$ cat config.mk
export PLATFORM = sky130hd
export DESIGN_NAME = multicycle_control
export DESIGN_NICKNAME = d
export VERILOG_FILES = /design/src/rtl/mc_pkg.sv /design/src/rtl/multicycle_control_alu_decoder.sv /design/src/rtl/multicycle_control.sv
export SDC_FILE = /design/constraint.sdc
export NUM_CORES = 1
export LEC_CHECK = 0
export BUFFER_PORTS_ARGS = -buffer_cell sky130_fd_sc_hd__buf_4
export CORE_MARGIN = 8
export CORE_UTILIZATION = 56
export CTS_CLUSTER_SIZE = 20
export DETAILED_ROUTE_END_ITERATION = 10
export GPL_TIMING_DRIVEN = 0
export PLACE_DENSITY = 0.93
export SYNTH_ARGS = -nofsm -noshare
export SYNTH_HDL_FRONTEND = slang
export SYNTH_SLANG_ARGS = --single-unit
$ cat constraint.sdc
create_clock -name clk -period 5.36 [get_ports clk]
set_input_delay 0.804 -clock clk [delete_from_list [all_inputs] [get_ports clk]]
set_output_delay 0.804 -clock clk [all_outputs]
set_load 0.03 [all_outputs]
$ cat src/rtl/mc_pkg.sv
// Shared encodings for the multicycle CPU control path: FSM states, opcode
// and funct fields, ALUOp classes and ALUControl codes.
package mc_pkg;

    typedef enum logic [3:0] {
        FETCH   = 4'd0,
        DECODE  = 4'd1,
        MEMADR  = 4'd2,
        MEMRD   = 4'd3,
        MEMWB   = 4'd4,
        MEMWR   = 4'd5,
        RTYPEEX = 4'd6,
        RTYPEWB = 4'd7,
        BEQEX   = 4'd8,
        ADDIEX  = 4'd9,
        ADDIWB  = 4'd10,
        JEX     = 4'd11,
        ILLEGAL = 4'd15
    } state_t;

    typedef enum logic [1:0] {
        ALUOP_ADD   = 2'b00,
        ALUOP_SUB   = 2'b01,
        ALUOP_FUNCT = 2'b10
    } aluop_t;

    localparam logic [5:0] OP_RTYPE = 6'b000000;
    localparam logic [5:0] OP_LW    = 6'b100011;
    localparam logic [5:0] OP_SW    = 6'b101011;
    localparam logic [5:0] OP_BEQ   = 6'b000100;
    localparam logic [5:0] OP_ADDI  = 6'b001000;
    localparam logic [5:0] OP_J     = 6'b000010;

    localparam logic [5:0] FUNCT_ADD = 6'b100000;
    localparam logic [5:0] FUNCT_SUB = 6'b100010;
    localparam logic [5:0] FUNCT_AND = 6'b100100;
    localparam logic [5:0] FUNCT_OR  = 6'b100101;
    localparam logic [5:0] FUNCT_SLT = 6'b101010;

    localparam logic [2:0] ALUC_AND = 3'b000;
    localparam logic [2:0] ALUC_OR  = 3'b001;
    localparam logic [2:0] ALUC_ADD = 3'b010;
    localparam logic [2:0] ALUC_SUB = 3'b110;
    localparam logic [2:0] ALUC_SLT = 3'b111;

endpackage

$ cat src/rtl/multicycle_control_alu_decoder.sv
// Combinational ALU decoder: maps the FSM's ALUOp class plus the funct field
// to an ALUControl code, and flags funct values the ALU cannot execute.
module alu_decoder
    import mc_pkg::*;
(
    input  aluop_t     aluop,
    input  logic [5:0] funct,
    output logic [2:0] alu_control,
    output logic       funct_valid
);

    always_comb begin
        alu_control = ALUC_ADD;
        funct_valid = 1'b1;
        case (aluop)
            ALUOP_SUB: alu_control = ALUC_SUB;
            ALUOP_FUNCT: begin
                case (funct)
                    FUNCT_ADD: alu_control = ALUC_ADD;
                    FUNCT_SUB: alu_control = ALUC_SUB;
                    FUNCT_AND: alu_control = ALUC_AND;
                    FUNCT_OR:  alu_control = ALUC_OR;
                    FUNCT_SLT: alu_control = ALUC_SLT;
                    default:   funct_valid = 1'b0;
                endcase
            end
            default: alu_control = ALUC_ADD;
        endcase
    end

endmodule

$ cat src/rtl/multicycle_control.sv
// Main control FSM of the multicycle CPU: sequences memory, PC, register file
// and ALU per instruction, counts retired instructions, traps illegal ones.
module multicycle_control
    import mc_pkg::*;
#(
    parameter int CNT_W = 32
) (
    input  logic             clk,
    input  logic             reset,
    input  logic [5:0]       opcode,
    input  logic [5:0]       funct,
    input  logic             mem_ready,
    output logic             IRWrite,
    output logic             MemWrite,
    output logic             PCWrite,
    output logic             Branch,
    output logic             IorD,
    output logic [1:0]       PCSrc,
    output logic             ALUSrcA,
    output logic [1:0]       ALUSrcB,
    output logic             RegWrite,
    output logic             RegDst,
    output logic             MemtoReg,
    output logic [2:0]       ALUControl,
    output logic [3:0]       state,
    output logic             illegal,
    output logic [CNT_W-1:0] retired
);

    localparam logic [CNT_W-1:0] CNT_ONE = {{(CNT_W-1){1'b0}}, 1'b1};

    state_t           cur_state, nxt_state;
    logic [CNT_W-1:0] retired_q;
    aluop_t           aluop;
    logic [2:0]       alu_ctl;
    logic             funct_valid;
    logic             retire;
    logic             ir_w, mem_w, pc_w, br, iord, srca, reg_w, rdst, m2r, ill;
    logic [1:0]       pcsrc, srcb;

    alu_decoder u_alu_decoder (
        .aluop       (aluop),
        .funct       (funct),
        .alu_control (alu_ctl),
        .funct_valid (funct_valid)
    );

    always_ff @(posedge clk or posedge reset) begin
        if (reset) begin
            cur_state <= FETCH;
            retired_q <= '0;
        end else begin
            cur_state <= nxt_state;
            if (retire) retired_q <= retired_q + CNT_ONE;
        end
    end

    always_comb begin
        nxt_state = cur_state;
        retire    = 1'b0;
        aluop     = ALUOP_ADD;
        ir_w      = 1'b0;
        mem_w     = 1'b0;
        pc_w      = 1'b0;
        br        = 1'b0;
        iord      = 1'b0;
        pcsrc     = 2'b00;
        srca      = 1'b0;
        srcb      = 2'b00;
        reg_w     = 1'b0;
        rdst      = 1'b0;
        m2r       = 1'b0;
        ill       = 1'b0;
        case (cur_state)
            FETCH: begin
                srcb = 2'b01;
                ir_w = mem_ready;
                pc_w = mem_ready;
                if (mem_ready) nxt_state = DECODE;
            end
            DECODE: begin
                srcb = 2'b11;
                case (opcode)
                    OP_LW, OP_SW: nxt_state = MEMADR;
                    OP_RTYPE:     nxt_state = RTYPEEX;
                    OP_BEQ:       nxt_state = BEQEX;
                    OP_ADDI:      nxt_state = ADDIEX;
                    OP_J:         nxt_state = JEX;
                    default:      nxt_state = ILLEGAL;
                endcase
            end
            MEMADR: begin
                srca      = 1'b1;
                srcb      = 2'b10;
                nxt_state = (opcode == OP_LW) ? MEMRD : MEMWR;
            end
            MEMRD: begin
                iord = 1'b1;
                if (mem_ready) nxt_state = MEMWB;
            end
            MEMWB: begin
                reg_w     = 1'b1;
                m2r       = 1'b1;
                nxt_state = FETCH;
                retire    = 1'b1;
            end
            // The store holds its strobe until memory accepts it, then retires.
            MEMWR: begin
                iord  = 1'b1;
                mem_w = 1'b1;
                if (mem_ready) begin
                    nxt_state = FETCH;
                    retire    = 1'b1;
                end
            end
            RTYPEEX: begin
                srca      = 1'b1;
                aluop     = ALUOP_FUNCT;
                nxt_state = funct_valid ? RTYPEWB : ILLEGAL;
            end
            RTYPEWB: begin
                reg_w     = 1'b1;
                rdst      = 1'b1;
                nxt_state = FETCH;
                retire    = 1'b1;
            end
            BEQEX: begin
                srca      = 1'b1;
                aluop     = ALUOP_SUB;
                br        = 1'b1;
                pcsrc     = 2'b01;
                nxt_state = FETCH;
                retire    = 1'b1;
            end
            ADDIEX: begin
                srca      = 1'b1;
                srcb      = 2'b10;
                nxt_state = ADDIWB;
            end
            ADDIWB: begin
                reg_w     = 1'b1;
                nxt_state = FETCH;
                retire    = 1'b1;
            end
            JEX: begin
                pc_w      = 1'b1;
                pcsrc     = 2'b10;
                nxt_state = FETCH;
                retire    = 1'b1;
            end
            ILLEGAL: ill = 1'b1;
            default: nxt_state = ILLEGAL;
        endcase
    end

    // Reset gates every output combinationally so nothing writes in the cycle it rises.
    assign IRWrite    = ir_w  & ~reset;
    assign MemWrite   = mem_w & ~reset;
    assign PCWrite    = pc_w  & ~reset;
    assign Branch     = br    & ~reset;
    assign IorD       = iord  & ~reset;
    assign ALUSrcA    = srca  & ~reset;
    assign RegWrite   = reg_w & ~reset;
    assign RegDst     = rdst  & ~reset;
    assign MemtoReg   = m2r   & ~reset;
    assign illegal    = ill   & ~reset;
    assign PCSrc      = reset ? 2'b00 : pcsrc;
    assign ALUSrcB    = reset ? 2'b00 : srcb;
    assign ALUControl = reset ? 3'b000 : alu_ctl;
    assign state      = cur_state;
    assign retired    = retired_q;

endmodule
==> flow_metrics.tcl <==
set metrics [dict create \
    cts_buffers 5 \
    pwr-share-comb_pct 55.4 \
    crit_family "buffers and inverters" \
    cp_cell_sequence "buf_2 > buf_1 > nand3b_1 > ha_1 > nor4_1 > buf_4" \
    drive_gt1_share_pct 33.2 \
    grt_pass1_vias 2253 \
    final_nets 337 \
    drtPass1Iterations 4 \
    cp.buffers_inverters 3 \
    slew_viol_final 0 \
    path_class "register to primary output" \
    num_antenna_cells 0 \
    wl_per_cell_microns 17.6 \
    fin_tns_setup_ns 0 \
    synth_top_cell_by_area "dfrtp_1" \
    post-route-period-util_pct 59.0 \
    register_area_sq_um 901 \
    hp-class "register to register" \
    switching_share_pct 48.7 \
    synthDominantCellAreaShare_pct 38.2 \
    antenna_found_initial 0 \
    path_depth 6 \
    slew_headroom_pct 46.7 \
    total_power_mw 1.36 \
    grt_setup_unrepaired "no" \
    postCtsSetupBuffers 0 \
    gr-total-overflow 0 \
    ys_types 53 \
    cellLeakagePower_nw 1.17 \
    multi_input_area_sq_um 1330 \
    vias 2150 \
    first_iter_violations 90 \
    root_buffer "clkbuf_8" \
    vias_per_cell 5.83 \
    cts.sinks 36 \
    max_cap_violations 0 \
    hold_buffers 0 \
    rows 23 \
    hpwl_mm 4.91 \
    post-route-min-period_ns 3.16 \
    io_buffers 67 \
    initial_utilization_pct 58.6 \
    power_density_nw_per_um2 445 \
    area.growth.synth_to_final_pct 29.1 \
    finClkSkew_ns 0.00366 \
    synth_fp_nets 262 \
    drc 0 \
    grt_pass1_wl_mm 10.8 \
    cts.reportedPaths.clkPinSlew_ns 0.07 \
    arrival_ns 2.36 \
    yosys_register_bits 36 \
    end_kind "primary output" \
    syn_avg_cell_area_sq_um 9.72 \
    setup_viol_count_final 0 \
    die_y_microns 80.9 \
    fillCellCount 285 \
    yosys-top-cells-area "dfrtp_1, xor2_1, xnor2_1" \
    seq_power_share_pct 29.6 \
    tightest_slew_ns 0.799 \
    grtUsageTotal_pct 20.6 \
    path_max_fanout 10 \
    p_switching_uw 661 \
    whs_path_depth 1 \
    ant_nets 0 \
    worstPathRequired_ns 4.56 \
    p_clk_share_pct 15.0 \
    ctsLongestPathBuffers 2 \
    synthesis.area_sq_um 2360 \
    core_sq_um 4030 \
    critPathMaxStageDelay_ns 0.42 \
    die_area_sq_um 6550 \
    finalHoldViolCount 0 \
    clock_latency_ns 0.29 \
    cp_slowest_cell "dfrtp_1" \
    status "finished, final reports clean" \
    ios 68 \
    ff2ff_path_depth 8 \
    gp_congestion 0.877 \
    cts_htree_levels 2 \
    drt_wl_total_mm 6.48 \
    cts_tree "built" \
    grt_max_degree 21 \
    critPathLaunchType "register" \
    fmax_mhz 316 \
    yosys_warnings 0 \
    peakVddDrop_uv 318 \
    netlist_instances 243 \
    p_int_uw 696 \
    fp.dieW_microns 80.9 \
    ys_seq_area_share_pct 38.2 \
    cts.repair.resized 0 \
]
[final timing paths]
kind	startpoint	slack (ns)	to
worst max-delay path	state[2]	2.20	ALUControl[0]
worst min-delay path	retired[31]	0.47	retired[31]
worst max register to register	state[2]	3.22	state[3]
worst min register to register	retired[31]	0.47	retired[31]
max in group asynchronous	reset	4.12	retired[31]
min in group asynchronous	reset	0.68	retired[10]
[cells by family after synthesis]
kind of cell             synth area share [%]
AO/OA/AOI/OAI                            8.37
XOR/XNOR                                 12.6
adder cells (fa/ha/maj)                  2.12
buffers and inverters                    5.62
flip-flops                               38.2
AND/OR/NAND/NOR                          33.1
[flip-flops by register name (all words and copies together), names as in the netlist]
| signal | flops |
|---|---|
| retired | 32 |
| state | 4 |
[layout make-up]
cell class	count	share of cell area, %
clock inverter	1	0.246
buffer	15	3.12
sequential	36	29.6
tap	50	2.05
inverter	10	1.23
timing repair buffer	68	17.4
clock buffer	7	2.83
multi-input combinational	182	43.6
[power by group through the flow]
stage	Combinational (mW)	Clock, mW	Sequential, mW
2_1_floorplan	0.432	0	0.478
3_3_place_gp	0.721	0	0.401
3_5_place_dp	0.739	0	0.405
4_1_cts	0.749	0.206	0.400
5_1_grt	0.807	0.220	0.410
6_report	0.752	0.204	0.402
[cells in the mapped netlist, drive strengths merged]
| cell type | instances |
|---|---|
| o2111ai | 1 |
| or2 | 1 |
| nor3b | 2 |
| a221oi | 1 |
| xnor2 | 9 |
| a41oi | 1 |
| o311ai | 2 |
| nor2b | 3 |
| buf | 10 |
| xor2 | 25 |
| or3b | 1 |
| clkbuf | 5 |
| a31oi | 3 |
| o21a | 1 |
| and2 | 1 |
| nor2 | 14 |
| o32a | 1 |
| nor3 | 20 |
| nand3b | 4 |
| nand4 | 9 |
| a21o | 1 |
| or3 | 3 |
| a311o | 1 |
| a211oi | 2 |
| nand2b | 7 |
| nor4b | 1 |
| and4 | 6 |
| ha | 4 |
| nor4 | 12 |
| inv | 10 |
| o32ai | 2 |
| a21oi | 2 |
| o21ai | 5 |
| o31ai | 1 |
| o22ai | 1 |
| or4 | 1 |
| o211a | 1 |
| and3 | 1 |
| nand2 | 17 |
| o31a | 1 |
| nand3 | 14 |
| dfrtp | 36 |
[worst register-to-register path: stages (launching register included)]
cell and delay [ns]:
dfrtp_1 0.42, buf_2 0.24, buf_1 0.35, nand3b_1 0.22
inv_1 0.10, ha_1 0.19, o21ai_0 0.13, a311o_1 0.28
o311ai_0 0.09
[layout by cell type, fill, tap and decap left out, types with 2 or more instances in the layout]
cell type	instances
a211oi_1	2
a21oi_1	2
a31oi_1	3
and4_1	6
buf_2	4
buf_4	68
buf_6	4
clkbuf_1	6
clkbuf_8	6
dfrtp_1	36
ha_1	4
inv_1	10
nand2_1	17
nand2b_1	6
nand3_1	13
nand3b_1	4
nand4_1	8
nor2_1	14
nor2b_1	3
nor3_1	14
nor3_2	6
nor4_1	3
nor4_2	6
nor4_4	3
o21ai_0	5
o311ai_0	2
o32ai_1	2
or3_1	2
xnor2_1	9
xor2_1	25
[routing by layer]
metal	up-vias	wire length, microns	global-route usage (%)
met5	-	0	0
met4	0	89	6.07
met3	9	375	4.75
met2	70	3510	37.9
met1	1047	2510	22.9
li1	1024	-	-
[metrics by stage]
| stage | util [%] | cell area (sq um) | worst slack (ns) | hold slack (ns) | instances |
|---|---|---|---|---|---|
| 3_5_place_dp | 73.3 | 2950 | 2.31 | 0.463 | 361 |
| 5_1_grt | 75.7 | 3050 | 2.00 | 0.495 | 369 |
| 2_1_floorplan | - | 2360 | 1.96 | 0.649 | 243 |
| 4_1_cts | 75.7 | 3050 | 2.21 | 0.476 | 369 |
| 3_3_place_gp | 72.6 | 2930 | 1.84 | 0.458 | 360 |
| 6_report | 75.7 | 3050 | 2.20 | 0.474 | 369 |
(Power assumes the default switching activity.)
